`config.mk`:
```
export PLATFORM = sky130hd
export DESIGN_NAME = multi_cycle_divider
export DESIGN_NICKNAME = d
export VERILOG_FILES = /design/src/rtl/synth_pkg.sv /design/src/rtl/div_step.sv /design/src/rtl/sign_converter.sv /design/src/rtl/subtractor.sv /design/src/rtl/multi_cycle_divider.sv
export SDC_FILE = /design/constraint.sdc
export NUM_CORES = 1
export LEC_CHECK = 0
export ABC_AREA = 1
export CORE_ASPECT_RATIO = 1.2
export CORE_MARGIN = 5
export CORE_UTILIZATION = 60
export CTS_BUF_LIST = sky130_fd_sc_hd__clkbuf_8 sky130_fd_sc_hd__clkbuf_16
export DETAILED_ROUTE_END_ITERATION = 10
export DONT_BUFFER_PORTS = 1
export PLACE_DENSITY = 0.87
export SYNTH_ARGS = -nofsm -noshare
export SYNTH_HDL_FRONTEND = slang
export SYNTH_HIERARCHICAL = 1
export SYNTH_SLANG_ARGS = --single-unit
```
`constraint.sdc`:
```
create_clock -name ctl_clk -period 8.2 [get_ports ctl_clk]
set_input_delay 2.05 -clock ctl_clk [delete_from_list [all_inputs] [get_ports ctl_clk]]
set_output_delay 2.05 -clock ctl_clk [all_outputs]
set_load 0.01 [all_outputs]
```
`src/rtl/synth_pkg.sv`:
```
// synth_pkg: FSM state encodings and elaboration helpers shared by the multi-cycle arithmetic blocks
package synth_pkg;
   typedef enum logic [1:0] {
      DIV_IDLE = 2'd0,
      DIV_CALC = 2'd1,
      DIV_FIX  = 2'd2,
      DIV_DONE = 2'd3
   } div_state_t;
   function automatic int clog2(input int v);
      int r;
      r = 0;
      for (int i = 0; i < 31; i++) if ((1 << i) < v) r = i + 1;
      return r;
   endfunction
endpackage

```
`src/rtl/div_step.sv`:
```
// div_step: one restoring-division step: shift in a dividend bit, trial subtract, keep or restore
module div_step #(
   parameter int C_WIDTH = 32,
   parameter int USE_CLA = 1
) (
   input  logic [C_WIDTH-1:0] rem_in,
   input  logic               bit_in,
   input  logic [C_WIDTH-1:0] dvs,
   output logic [C_WIDTH-1:0] rem_out,
   output logic               q_bit
);
   logic [C_WIDTH:0] shifted, trial;
   logic             no_borrow, unused_msb;
   assign shifted = {rem_in, bit_in};
   subtractor #(.W(C_WIDTH + 1), .USE_CLA(USE_CLA)) u_sub (
      .a   (shifted),
      .b   ({1'b0, dvs}),
      .sub (1'b1),
      .y   (trial),
      .cout(no_borrow)
   );
   // remainder stays below the divisor, so the top bit is always zero after selection
   assign unused_msb = trial[C_WIDTH];
   assign q_bit      = no_borrow;
   assign rem_out    = no_borrow ? trial[C_WIDTH-1:0] : shifted[C_WIDTH-1:0];
endmodule

```
`src/rtl/sign_converter.sv`:
```
// sign_converter: two's-complement negate when neg is set, pass-through otherwise
module sign_converter #(
   parameter int W = 32
) (
   input  logic [W-1:0] x,
   input  logic         neg,
   output logic [W-1:0] y
);
   assign y = neg ? (~x + 1'b1) : x;
endmodule

```
`src/rtl/subtractor.sv`:
```
// subtractor: a-b (sub=1) or a+b (sub=0) with carry out; USE_CLA picks prefix lookahead or ripple carries
module subtractor #(
   parameter int W       = 33,
   parameter int USE_CLA = 1
) (
   input  logic [W-1:0] a,
   input  logic [W-1:0] b,
   input  logic         sub,
   output logic [W-1:0] y,
   output logic         cout
);
   logic [W-1:0] bb, p, c;
   logic         co;
   assign bb = sub ? ~b : b;
   assign p  = a ^ bb;
   generate
      if (USE_CLA != 0) begin : g_cla
         logic [W-1:0] gg, pp, gn, pn;
         // Kogge-Stone prefix; carry-in folded into bit 0 generate
         always_comb begin
            gg    = a & bb;
            gg[0] = gg[0] | (p[0] & sub);
            pp    = p;
            for (int d = 1; d < W; d = d * 2) begin
               gn = gg;
               pn = pp;
               for (int i = d; i < W; i++) begin
                  gn[i] = gg[i] | (pp[i] & gg[i-d]);
                  pn[i] = pp[i] & pp[i-d];
               end
               gg = gn;
               pp = pn;
            end
            c  = {gg[W-2:0], sub};
            co = gg[W-1];
         end
      end else begin : g_ripple
         logic cr;
         always_comb begin
            c  = '0;
            cr = sub;
            for (int i = 0; i < W; i++) begin
               c[i] = cr;
               cr   = (a[i] & bb[i]) | (p[i] & cr);
            end
            co = cr;
         end
      end
   endgenerate
   assign y    = p ^ c;
   assign cout = co;
endmodule

```
`src/rtl/multi_cycle_divider.sv`:
```
// multi_cycle_divider: sequential restoring fixed-point divider, y = (a << FIXED_POINT) / b, one bit per cycle.
// Define DIVIDER_SATURATE_EN to clamp y on overflow / divide-by-zero instead of wrapping.
module multi_cycle_divider
   import synth_pkg::*;
#(
   parameter int C_WIDTH     = 32,
   parameter int FIXED_POINT = 8,
   parameter int USE_CLA     = 1
) (
   input  logic               ctl_clk,
   input  logic               reset,
   input  logic [C_WIDTH-1:0] a,
   input  logic [C_WIDTH-1:0] b,
   input  logic               signed_cal,
   input  logic               trigger,
   output logic               ready,
   output logic               done,
   output logic [C_WIDTH-1:0] y,
   output logic               div_by_zero,
   output logic               overflow
);
   localparam int N  = C_WIDTH + FIXED_POINT;
   localparam int CW = clog2(N);
   localparam logic [CW-1:0] LAST = CW'(N - 1);
   localparam logic [N-1:0] LIM_U  = {{FIXED_POINT{1'b0}}, {C_WIDTH{1'b1}}};
   localparam logic [N-1:0] LIM_SP = LIM_U >> 1;
   localparam logic [N-1:0] LIM_SN = LIM_SP + N'(1);
   div_state_t         state_q, state_d;
   logic [CW-1:0]      cnt_q, cnt_d;
   logic [C_WIDTH-1:0] rem_q, rem_d, dvs_q, dvs_d, y_q, y_d;
   logic [N-1:0]       q_q, q_d, dvd_q, dvd_d;
   logic               qsign_q, qsign_d, sgn_q, sgn_d, dz_q, dz_d, dzf_q, dzf_d, ovf_q, ovf_d;
   logic [C_WIDTH-1:0] a_mag, b_mag, step_rem, q_signed, y_fix;
   logic [N-1:0]       lim;
   logic               accept, b_zero, step_q, qsign_new, ovf_fix;
   sign_converter #(.W(C_WIDTH)) u_abs_a (.x(a), .neg(signed_cal & a[C_WIDTH-1]), .y(a_mag));
   sign_converter #(.W(C_WIDTH)) u_abs_b (.x(b), .neg(signed_cal & b[C_WIDTH-1]), .y(b_mag));
   sign_converter #(.W(C_WIDTH)) u_out   (.x(q_q[C_WIDTH-1:0]), .neg(qsign_q), .y(q_signed));
   div_step #(.C_WIDTH(C_WIDTH), .USE_CLA(USE_CLA)) u_step (
      .rem_in (rem_q),
      .bit_in (dvd_q[N-1]),
      .dvs    (dvs_q),
      .rem_out(step_rem),
      .q_bit  (step_q)
   );
   assign accept  = trigger & ready;
   assign b_zero  = b == '0;
   assign lim     = sgn_q ? (qsign_q ? LIM_SN : LIM_SP) : LIM_U;
   assign ovf_fix = ~dz_q & (q_q > lim);
`ifdef DIVIDER_SATURATE_EN
   logic [C_WIDTH-1:0] sat;
   assign qsign_new = (b_zero ? a[C_WIDTH-1] : a[C_WIDTH-1] ^ b[C_WIDTH-1]) & signed_cal;
   assign sat       = sgn_q ? (qsign_q ? {1'b1, {(C_WIDTH-1){1'b0}}} : {1'b0, {(C_WIDTH-1){1'b1}}}) : '1;
   assign y_fix     = (ovf_fix | dz_q) ? sat : q_signed;
`else
   assign qsign_new = (a[C_WIDTH-1] ^ b[C_WIDTH-1]) & signed_cal;
   assign y_fix     = dz_q ? '1 : q_signed;
`endif
   always_ff @(posedge ctl_clk or posedge reset) begin
      if (reset) state_q <= DIV_IDLE;
      else       state_q <= state_d;
   end
   always_comb begin
      state_d = accept              ? (b_zero ? DIV_FIX : DIV_CALC) :
                state_q == DIV_CALC ? (cnt_q == LAST ? DIV_FIX : DIV_CALC) :
                state_q == DIV_FIX  ? DIV_DONE :
                state_q == DIV_DONE ? DIV_IDLE : state_q;
   end
   always_comb begin
      ready = state_q == DIV_IDLE || state_q == DIV_DONE;
      done  = state_q == DIV_DONE;
   end
   always_comb begin
      cnt_d   = cnt_q;
      rem_d   = rem_q;
      q_d     = q_q;
      dvd_d   = dvd_q;
      dvs_d   = dvs_q;
      qsign_d = qsign_q;
      sgn_d   = sgn_q;
      dz_d    = dz_q;
      y_d     = y_q;
      dzf_d   = dzf_q;
      ovf_d   = ovf_q;
      if (accept) begin
         cnt_d   = '0;
         rem_d   = '0;
         q_d     = '0;
         dvd_d   = {a_mag, {FIXED_POINT{1'b0}}};
         dvs_d   = b_mag;
         qsign_d = qsign_new;
         sgn_d   = signed_cal;
         dz_d    = b_zero;
      end else if (state_q == DIV_CALC) begin
         cnt_d = cnt_q + 1'b1;
         rem_d = step_rem;
         q_d   = {q_q[N-2:0], step_q};
         dvd_d = dvd_q << 1;
      end else if (state_q == DIV_FIX) begin
         y_d   = y_fix;
         dzf_d = dz_q;
         ovf_d = ovf_fix;
      end
   end
   always_ff @(posedge ctl_clk or posedge reset) begin
      if (reset) begin
         cnt_q   <= '0;
         rem_q   <= '0;
         q_q     <= '0;
         dvd_q   <= '0;
         dvs_q   <= '0;
         qsign_q <= 1'b0;
         sgn_q   <= 1'b0;
         dz_q    <= 1'b0;
         y_q     <= '0;
         dzf_q   <= 1'b0;
         ovf_q   <= 1'b0;
      end else begin
         cnt_q   <= cnt_d;
         rem_q   <= rem_d;
         q_q     <= q_d;
         dvd_q   <= dvd_d;
         dvs_q   <= dvs_d;
         qsign_q <= qsign_d;
         sgn_q   <= sgn_d;
         dz_q    <= dz_d;
         y_q     <= y_d;
         dzf_q   <= dzf_d;
         ovf_q   <= ovf_d;
      end
   end
   assign y           = y_q;
   assign div_by_zero = dzf_q;
   assign overflow    = ovf_q;
endmodule
```
==> results.txt, run 1 <==
The highest clock frequency the design can meet came out at between 200 and 300 MHz. The count of port buffers added during placement is 0. The wire length per cell after detailed routing is approximately 15 um. The number of vias per cell is 5.56.

The path type of the worst setup path is input pin to register. Data arrives at the worst endpoint at approximately 4 ns. In the finished design, the share of the clock period the worst path needs comes to 0.449. The maximum vdd ir drop is 0.385 mV. Walking the worst path, the cells encountered are nand2_4 -> buf_4 -> nand2_1 -> buf_4 -> o21ai_0. The cell leakage power is 8.11 nW.

For this run, the post-layout net count is 2,348. The master cell of the clock root buffer is clkbuf_16. The top-level port count is 104.

The number of max-cap violations came out at 0. The mean area per synthesized cell came out at 6.44 um2. After floorplanning, the core was sized to cover 0.0240 mm2. In this run the tightest slew margin relative to its limit is 0.323. The via count of the first global-routing pass is 13,400. The number of buffers on the longest clock path is 2. The die boundary width came out at 153 um.

Of the cells placed in the final design, the portion with a size suffix greater than 1 is 0.0765. The routability congestion estimate came out at ~0.96. In this run the most critical hold path is launched from dvs_q[25]. The number of max-slew violations in the final report is 0. The total number of clock tree sinks is 181. During synthesis, Yosys emitted a total of 6 warnings.

In this run the worst hold path is classified as register to register. Once detail routing completed, the nets flagged for antenna violations numbered 0. The antenna diode instance count is 0. Broken down by cell family, the worst path's largest delay share belongs to buffers and inverters. Clock-pin slew was measured on the worst setup and hold paths at 0.07 ns.

The switching portion of total power is 0.520. The reported net switching power is 3.37 mW. The share of total power dissipated in sequential elements is 0.267. The slew at the pin closest to its max-slew limit is 1.01 ns.

The wire length of the first global-routing pass came out at 63,700 um. The run finished with clean final reports. The startpoint identified for the worst register-to-register timing path is state_q[0]. The depth of the worst register-to-register path is 7. The number of antenna violations at the first check in global routing came out at 0. The initial core utilization is 0.611.

The number of setup buffers added after CTS is 0. Counting every instance in the synthesized netlist gives 2,277. The global-route congestion overflow total came out at 0. The total routing usage reported by global routing came out at 0.271.

The final period demand of the worst path came out at about 3.7 ns. Counting instances, the worst hold path has a depth of 2. Setup repair after global routing left no endpoint under its margin.

The total count of hold-check failures in the final report was 0. Summed over all nets, the half-perimeter wirelength after detailed placement is 27,600 um. The H-tree generated during clock tree synthesis spans 4 levels. After synthesis the cells add up to 0.0147 mm2. The hold buffer count at cts came out at 0. The number of buffers and inverters on the critical path came out at 2. The iteration count of the initial detailed-routing pass is 6. The worst clock skew is roughly 0.013 ns. The delay of the slowest critical-path stage came out at 0.84 ns. The post-cts repair resize count is 0. The clock latency on the worst-skew pair is about 0.44 ns.

After the first detailed-routing iteration, the DRC count stood at between 1,000 and 1,500. The total power per unit cell area is 422 mW/mm2. By instance count, the cell type seen most on the critical path is buf_4.

The count of standard-cell rows is 62. For the final routed database, the setup TNS stands at 0 ns. The part of the power in combinational logic came out at 0.598. Setup violations remaining at the end of the flow were counted as 0. At the worst endpoint, the required time is 8.54 ns. The worst hold path terminates at dvs_q[25].

The internal power of the cells came out at between 3 and 4 mW. The die span in y is around 180 um. The layout-stage area growth over the synthesis result came out at 4.61%. The die covers 0.0277 mm2. The total CTS buffers came out at 17. Entering global routing, the biggest net connects between 100 and 150 pins. The worst register-to-register path ends at dvd_q[15]. The CTS tree is built.

The cell at the slowest stage of the critical path is buf_4. STA classifies the critical path endpoint as a register. The category of the worst setup path launch point is an input pin. Across all register-to-register paths, the minimum setup slack is 5.17 ns. The clock share of power came out at 0.135.

In this run the worst path has a maximum fanout of 122. The number of nets in the synthesized netlist is 2,400. The final routed wirelength across all metal layers came out at 37,800 um.

The final route contains around 14,000 vias. For this run, design rule violations remaining after detail routing come to 0. The critical path depth came out at 5. The sum of internal, switching and leakage power is 6.47 mW.
-- layer usage --
layer | up-vias | global-route usage | wire length, um | part of all wire
met5 | - | 0 | 0 | 0
met3 | 62 | 0.0471 | 2500 | 0.066
met1 | 6589 | 0.360 | 16600 | 0.44
li1 | 7044 | - | - | -
met2 | 509 | 0.451 | 17900 | 0.47
met4 | 0 | 0.0881 | 812 | 0.021
-- power by group through the flow --
stage	clock, mW	combinational [mW]	sequential, mW
after floorplan	0	3.12	1.61
after global placement	0	3.66	1.72
after detailed placement	0	3.79	1.74
after CTS	0.888	3.83	1.72
after global routing	0.922	4.42	1.78
final	0.873	3.86	1.73
-- how the worst max path moves through the flow --
stage                 to  slack, ns    start
4_1_cts        dvd_q[15]       4.58  trigger
5_1_grt        dvd_q[15]       4.29  trigger
3_3_place_gp   dvd_q[38]       4.21  trigger
2_1_floorplan   cnt_q[0]       1.23    reset
3_5_place_dp   dvd_q[15]       4.11  trigger
6_report       dvd_q[15]       4.52  trigger
-- registers in the layout (all words and copies together) (netlist names), 2 cells and up --
register,flops
q_q,40
dvd_q,32
dvs_q,32
rem_q,32
y,32
cnt_q,6
state_q,2
-- cells in the final DEF, fill, tap and decap left out, drive strengths merged, types with 2 or more instances in the layout --
master,n
inv,241
buf,10
xor2,61
o21bai,7
bufinv,3
clkbuf,19
nor2,356
conb,2
o21ai,247
clkinv,3
nand3b,9
nand2,806
a31oi,3
and2,2
nor3,9
a21oi,56
nor4,6
nand3,110
o211ai,2
xnor2,30
nand4,10
ha,54
dfrtp,181
-- through the flow --
| step | cells | util | area, um2 | setup WS [ns] | hold slack [ns] |
|---|---|---|---|---|---|
| global route | 2556 | 0.639 | 15300 | 4.29 | 0.527 |
| CTS | 2556 | 0.639 | 15300 | 4.58 | 0.503 |
| detailed placement | 2526 | 0.614 | 14700 | 4.11 | 0.486 |
| finish | 2556 | 0.639 | 15300 | 4.52 | 0.499 |
| global placement | 2526 | 0.614 | 14700 | 4.21 | 0.470 |
| floorplan | 2277 | - | 14700 | 1.23 | 0.468 |
-- tightest hold or removal path, cell delays in order, from the launching register on --
cell and delay [ns]:
dfrtp_1 0.35, nand2_1 0.06, nand2_1 0.05
-- cell type report --
class                   instances  area [um2]
flip-flops and latches        181        4530
clock buffers                  19         453
repair buffers                 10        75.1
well taps                     320         400
multi-input cells            1779        8800
fillers                      2161        8640
inverters                     236         913
clock inverters                11         161
Power figures use the tool's default switching activity.
==> run 2, diff against run 1 <==
--- a/config.mk
+++ b/config.mk
@@ -8,11 +8,11 @@
 export ABC_AREA = 1
 export CORE_ASPECT_RATIO = 1.2
 export CORE_MARGIN = 5
-export CORE_UTILIZATION = 60
+export CORE_UTILIZATION = 59
 export CTS_BUF_LIST = sky130_fd_sc_hd__clkbuf_8 sky130_fd_sc_hd__clkbuf_16
 export DETAILED_ROUTE_END_ITERATION = 10
 export DONT_BUFFER_PORTS = 1
-export PLACE_DENSITY = 0.87
+export PLACE_DENSITY = 0.89
 export SYNTH_ARGS = -nofsm -noshare
 export SYNTH_HDL_FRONTEND = slang
 export SYNTH_HIERARCHICAL = 1
==> constraint.sdc (replaced) <==
create_clock -name ctl_clk -period 3 [get_ports ctl_clk]
set_input_delay 0.75 -clock ctl_clk [delete_from_list [all_inputs] [get_ports ctl_clk]]
set_output_delay 0.75 -clock ctl_clk [all_outputs]
set_load 0.01 [all_outputs]
==> run 2 against run 1 <==
  * Register-to-register slack got worse by 4.9 ns
  * Critical path depth rose by 8
  * Non-clock buffer count rose by 13
  * Clock skew rose by 0.0062 ns
  * First-iteration DRC count rose by 11%
  * Cell area rose by 0.70%
  * Critical path type is now register to register
  * Critical endpoint is now rem_q[10]
  * Largest cell class unchanged
==> results.txt, run 2 (same netlist as run 1, synthesis figures left out) <==
The run finished with clean final reports. The register with the most flip-flops in the final layout is q_q. The share of the clock period used by the worst path came out at 0.926.

The final period demand of the worst path is 2.78 ns. The post-layout utilization of the core is 0.628 (-0.0118). The count of port buffers added during placement is 0 (unchanged). The tree is rooted in a clkbuf_16. The number of vias per cell is 5.55 (-0.12%). The number of max-slew violations in the final report is 0 (unchanged).

The number of H-tree levels came to 4 (unchanged). The post-layout net count came out at 2,361 (+0.55%). The global-route congestion overflow total came out at 0 (unchanged).

Leaving out fill and tap cells, the most frequent cell in the layout is nand2_1. The hold buffer count at cts is 0 (unchanged). The wire length of the first global-routing pass came out at 64,500 um (+1.2%). The endpoint required time on the critical path is 3.36 ns (-5.18 ns).

The count of standard-cell rows is 63 (+1.6%). The iteration count of the initial detailed-routing pass came out at 7 (+1). Setup repair after global routing left no endpoint under its margin.

The sum of negative setup slack was 0 ns (unchanged). The die span in y is 183 um (+0.80%). The detailed-route DRC error count came to 0 (unchanged).

In the layout the commonest cells are 763 x nand2_1, 301 x nor2_1, 232 x o21ai_0. The initial core utilization came to 0.596 (-0.0155). The routability congestion estimate came out at 0.941 (-1.6%).

STA classifies the critical path endpoint as a register. The antenna diode instance count is 0 (unchanged). The sum of internal, switching and leakage power was 17.7 mW (+170%). The number of standard cells in the final layout excluding fillers came out at 2,576 (+0.78%). The maximum vdd ir drop is 0.637 mV (+65%). The number of routed nets with antenna violations is 0 (unchanged). The detailed-placement wirelength estimate is 29,100 um (+5.3%).

The post-cts repair resize count came out at 0 (unchanged). The total power per unit cell area is 1150 mW/mm2 (+170%). The total CTS buffers is 17 (unchanged). The total routing usage reported by global routing is 0.273 (+0.00278).

The detailed-route via count came out at 14,300 (+0.66%). The cell leakage power came to 8.15 nW (+0.58%). The top-level port count was 104 (unchanged).

The CTS tree is built. The post-CTS setup repair buffer count came out at 0 (unchanged). The peak fanout along the critical path is 32 (-74%). The total number of clock tree sinks came out at 181 (unchanged). The number of buffers on the longest clock path is 2 (unchanged). The slew at the pin closest to its max-slew limit was 0.790 ns (-0.225 ns). The worst-case hold slack came out at 0.230 ns (-0.269 ns). The core box area came to 0.0246 mm2 (+2.6%). The number of DRC markers after the initial detailed-route iteration is 1,268 (+11%). The instance count after placement with tap cells included was 2,544 (+0.71%).

The final worst slack came to 0.222 ns (-4.30 ns). The slack of the worst reg-to-reg path was 0.22 ns (-4.95 ns). The launching element of the worst setup path is dvs_q[24]. The maximum number of pins on one net before global-route repair is 83 (-33%). The startpoint identified for the worst register-to-register timing path is dvs_q[24].

The die footprint came out at 0.0281 mm2 (+1.6%). The worst flop-to-flop path endpoint is rem_q[10]. The via count of the first global-routing pass came out at 13,700 (+1.9%). The number of max-cap violations came to 0 (unchanged). The number of endpoints failing setup at the final stage is 0 (unchanged). The depth of the worst register-to-register path is 13 (+6). The worst setup path is launched from a register. The remaining max-slew budget at the tightest pin is 0.473 (+0.150). Static timing analysis puts the maximum clock frequency at 360 MHz. The critical path is of the register to register type.

The instance area at placement is 0.0149 mm2 (+0.95%). The wire length per cell after detailed routing came out at 14.8 um (+0.26%). The flip-flop count of the largest register after layout is 40 (unchanged). The share of cells above drive strength 1 is 0.0826 (+0.00615). The die boundary width came out at 154 um (+0.79%). The number of antenna violations at the first check in global routing was 0 (unchanged). The clock-pin transition on the worst setup and hold timing paths is 0.07 ns (about the same). The post-place setup slack is 0.376 ns (-3.73 ns). The clock latency on the worst-skew pair came out at 0.45 ns (about the same). The total count of hold-check failures in the final report is 0 (unchanged). The final routed wirelength across all metal layers came out at 38,200 um (+1.0%). The worst clock skew is 0.0189 ns (+0.00621 ns). The min-delay analysis places its worst path in the category input pin to asynchronous set/reset pin. The post-layout instance area is 0.0154 mm2 (+0.70%). The critical path data arrival time came out at 3.14 ns (-0.88 ns). The layout-stage area growth over the synthesis result is 5.35%.
[run 2: cell count changes in the layout (fill, tap and decap cells not counted), moves of 3 or more]
cell,before,now
clkinvlp_4,0,3
bufinv_16,3,0
buf_4,10,20
inv_6,8,5
clkinv_8,0,3
buf_12,0,3
[run 2: final cells by class]
class	count	area, um2
clock buffers	18	439
well taps	325	407
flip-flops and latches	181	4530
clock inverters	14	143
repair buffers	23	210
multi-input cells	1779	8800
inverters	236	912
fillers	2242	9160
[run 2: worst max-delay path, cell delays in order (launching register included)]
cell     delay, ns
dfrtp_1       0.40
xor2_1        0.21
ha_1          0.34
a21oi_1       0.30
o21ai_0       0.20
a21oi_1       0.31
nor2_1        0.07
nor2_1        0.10
nand2_1       0.18
inv_8         0.26
nand2_1       0.08
nand2_1       0.06
nor2_1        0.04
nor2_1        0.13
[run 2: per-layer routing]
metal  GRT usage  routed length, um  vias up
li1            -                  -     7074
met1       0.349              16000     6545
met2       0.461              18400      582
met3      0.0465               2570       97
met4       0.111               1290        0
met5           0                  0        -
[run 2: worst max-delay path by stage]
stage / end / slack (ns) / depth (start not counted)
3_3_place_gp: rem_q[30] / 0.40 / 13
4_1_cts: rem_q[10] / 0.37 / 13
5_1_grt: rem_q[26] / 0.12 / 13
6_report: rem_q[10] / 0.22 / 13
3_5_place_dp: rem_q[24] / 0.38 / 13
2_1_floorplan: cnt_q[0] / -0.07 / 1
[run 2: where the power goes]
| part | internal, mW | switching [mW] | leakage, nW |
|---|---|---|---|
| Combinational | 3.63 | 7.15 | 5.59 |
| Clock | 1.12 | 1.09 | 0.281 |
| Sequential | 3.58 | 1.14 | 2.28 |
==> run 3, diff against run 2 <==
--- a/config.mk
+++ b/config.mk
@@ -5,7 +5,6 @@
 export SDC_FILE = /design/constraint.sdc
 export NUM_CORES = 1
 export LEC_CHECK = 0
-export ABC_AREA = 1
 export CORE_ASPECT_RATIO = 1.2
 export CORE_MARGIN = 5
 export CORE_UTILIZATION = 59
==> run 3 against run 2 <==
  * The flow now finishes with violations (negative setup slack)
  * Clock power rose by 6%
  * Cell area decreased by 5.6%
  * Register-to-register slack worse by 0.47 ns
  * Critical endpoint is now rem_q[3]
  * Die area decreased by 10%
  * Routed wire length is 13% lower
  * Largest power group unchanged
  * Cell count is 34% lower
  * Highest routed layer unchanged
==> results.txt, run 3 <==
STA classifies the critical path endpoint as a register. The iteration count of the initial detailed-routing pass came to 6 (-1). The detailed-placement wirelength estimate came to 22,900 um (-21%). The total count of hold-check failures in the final report came out at 0 (unchanged). The share of the clock period used by the worst path is 1.08 (+0.158).

The area growth from synthesis to layout is 11.8%. The core box area came to 0.0217 mm2 (-12%). Setup repair after global routing could not meet its margin everywhere.

The die footprint is 0.0252 mm2 (-10%). The final routed wirelength across all metal layers is 33,200 um (-13%). Ranked by flip-flop count, first place goes to q_q.

The wire length per cell after detailed routing is 19.4 um (+31%). The number of antenna violations at the first check in global routing came out at 0 (unchanged). The share of cells above drive strength 1 came out at 0.153 (+0.0707). The mean area per synthesized cell was 9.38 um2 (+46%). The worst clock skew came out at 0.0170 ns (-0.00191 ns). The highest clock frequency the design can meet is 307 MHz (-15%). The total power per unit cell area is 988 mW/mm2 (-14%). The count of standard-cell rows is 59 (-6.3%). The cell leakage power is 6.65 nW (-18%). The number of warnings printed during yosys synthesis came to 6 (unchanged). The clock-pin transition on the worst setup and hold timing paths came out at 0.09 ns (+0.02 ns). The min-delay analysis places its worst path in the category input pin to asynchronous set/reset pin. The post-layout net count came out at 1,545 (-35%). The top-level port count is 104 (unchanged). The number of standard cells in the final layout excluding fillers came out at 1,709 (-34%). The total number of clock tree sinks is 181 (unchanged). The flip-flop count of the largest register after layout is 40 (unchanged). The clock latency on the worst-skew pair came out at 0.45 ns (about the same). The instance count after placement with tap cells included is 1,659 (-35%). The CTS tree is built. The antenna diode instance count came out at 0 (unchanged).

The flow ran to the end, but the final reports show violations. The hold buffer count at cts is 0 (unchanged). The number of DRC markers after the initial detailed-route iteration is 812 (-36%). The setup path with the least slack is of type register to register.

The master cell of the clock root buffer is clkbuf_16. The slew at the pin closest to its max-slew limit is 0.706 ns (-0.0837 ns). The total CTS buffers came out at 17 (unchanged). The maximum number of pins on one net before global-route repair came out at 65 (-22%). The checks that failed: negative setup slack. The die span in y came out at 173 um (-5.4%).

The number of routed nets with antenna violations came to 0 (unchanged). The critical path data arrival time is 3.54 ns (+0.40 ns). The number of buffers on the longest clock path came out at 2 (unchanged). Leaving out fill and tap cells, the most frequent cell in the layout is nand2_1. The number of endpoints failing setup at the final stage is 32 (+32).

The wire length of the first global-routing pass was 55,100 um (-15%). The number of vias per cell is 6.38 (+15%). The count of port buffers added during placement came to 0 (unchanged). The number of max-slew violations in the final report came out at 0 (unchanged). The remaining max-slew budget at the tightest pin is 0.528 (+0.0548). The routability congestion estimate is 0.937 (-0.40%).

The number of H-tree levels came to 4 (unchanged). The endpoint required time on the critical path is 3.29 ns (-0.07 ns). The total nets after synthesis was 1,512 (-37%).

The peak fanout along the critical path came out at 9 (-72%). In the layout the commonest cells are 206 x nand2_1, 181 x dfrtp_1, 110 x xnor2_1. The die boundary width was 146 um (-5.4%). The maximum vdd ir drop came out at 0.524 mV (-18%). The number of instances in the synthesized netlist is 1,389 (-39%). The via count of the first global-routing pass is 11,100 (-19%). The final worst slack is -0.252 ns (-0.474 ns). The final period demand of the worst path was 3.25 ns (+0.474 ns). The area of the mapped netlist is 0.0130 mm2 (-11%).

The number of max-cap violations came out at 0 (unchanged). The global-route congestion overflow total was 0 (unchanged). The detailed-route DRC error count came out at 0 (unchanged). The total routing usage reported by global routing is 0.259 (-0.0142).

The category of the worst setup path launch point is a register. The number of fillers in the final layout is 1,597 (-29%). The post-layout utilization of the core is 0.671 (+0.0435).

The detailed-route via count came out at 10,900 (-24%). The initial core utilization is 0.600 (+0.00423).
## run 3: final timing paths
kind / from / to / slack, ns / cells past startpoint
max: dvs_q[6] / rem_q[3] / -0.25 / 14
min: reset / y[16] / 0.28 / 1
max reg2reg: dvs_q[6] / rem_q[3] / -0.25 / 14
min reg2reg: dvs_q[22] / dvs_q[22] / 0.50 / 2
max in group asynchronous: reset / q_q[11] / 1.92 / 2
min in group ctl_clk: a[0] / dvd_q[8] / 0.42 / 2
## run 3: repair_timing
item,4_1_cts,5_1_grt
gates cloned,1,1
setup buffers,13,5
pin swaps,4,19
resized for setup,22,8
setup endpoints to repair,32,33
## run 3: routing by layer
layer  GRT usage  vias up  wire [um]
met1       0.313     5279      12800
met3      0.0492      102       2240
met4       0.117        0       1340
met2       0.449      491      16800
met5           0        -          0
li1            -     5033          -
## run 3: final cells by class
type,count,area [um2],share of cell area
multi-input cells,1106,8170,0.561
clock buffers,17,425,0.0292
repair buffers,88,768,0.0527
flip-flops and latches,181,4530,0.311
inverters,28,109,0.00747
well taps,274,343,0.0235
clock inverters,15,220,0.0151
## run 3: through the flow
step / worst slack [ns] / instance area, um2 / hold slack (ns) / power [mW] / TNS (ns)
after floorplan: -0.0726 / 13000 / 0.458 / 9.61 / -13.14
after global placement: -0.0308 / 13600 / 0.477 / 11.2 / -0.314
after detailed placement: -0.147 / 13600 / 0.484 / 11.6 / -2.37
after CTS: -0.130 / 14500 / 0.278 / 14.2 / -2.38
after global routing: -0.336 / 14600 / 0.303 / 15.4 / -9.34
final: -0.252 / 14600 / 0.281 / 14.4 / -6.22
## run 3: critical path, cell delays in order, from the launching register on
cell and delay (ns):
dfrtp_1 0.39, xor2_1 0.18, ha_1 0.24, buf_4 0.15, nand2_2 0.09, nor2b_4 0.13, o2111a_2 0.24, o211ai_1 0.11
and2_4 0.20, a211o_1 0.30, a21oi_4 0.30, buf_12 0.20, mux2_4 0.30, mux2i_1 0.17, nor2_1 0.09
## run 3: power breakdown
part	internal, mW	total [mW]	leakage, nW	switching [mW]
Combinational	3.53	7.91	3.99	4.38
Sequential	3.31	4.13	2.36	0.813
Clock	1.17	2.35	0.308	1.19
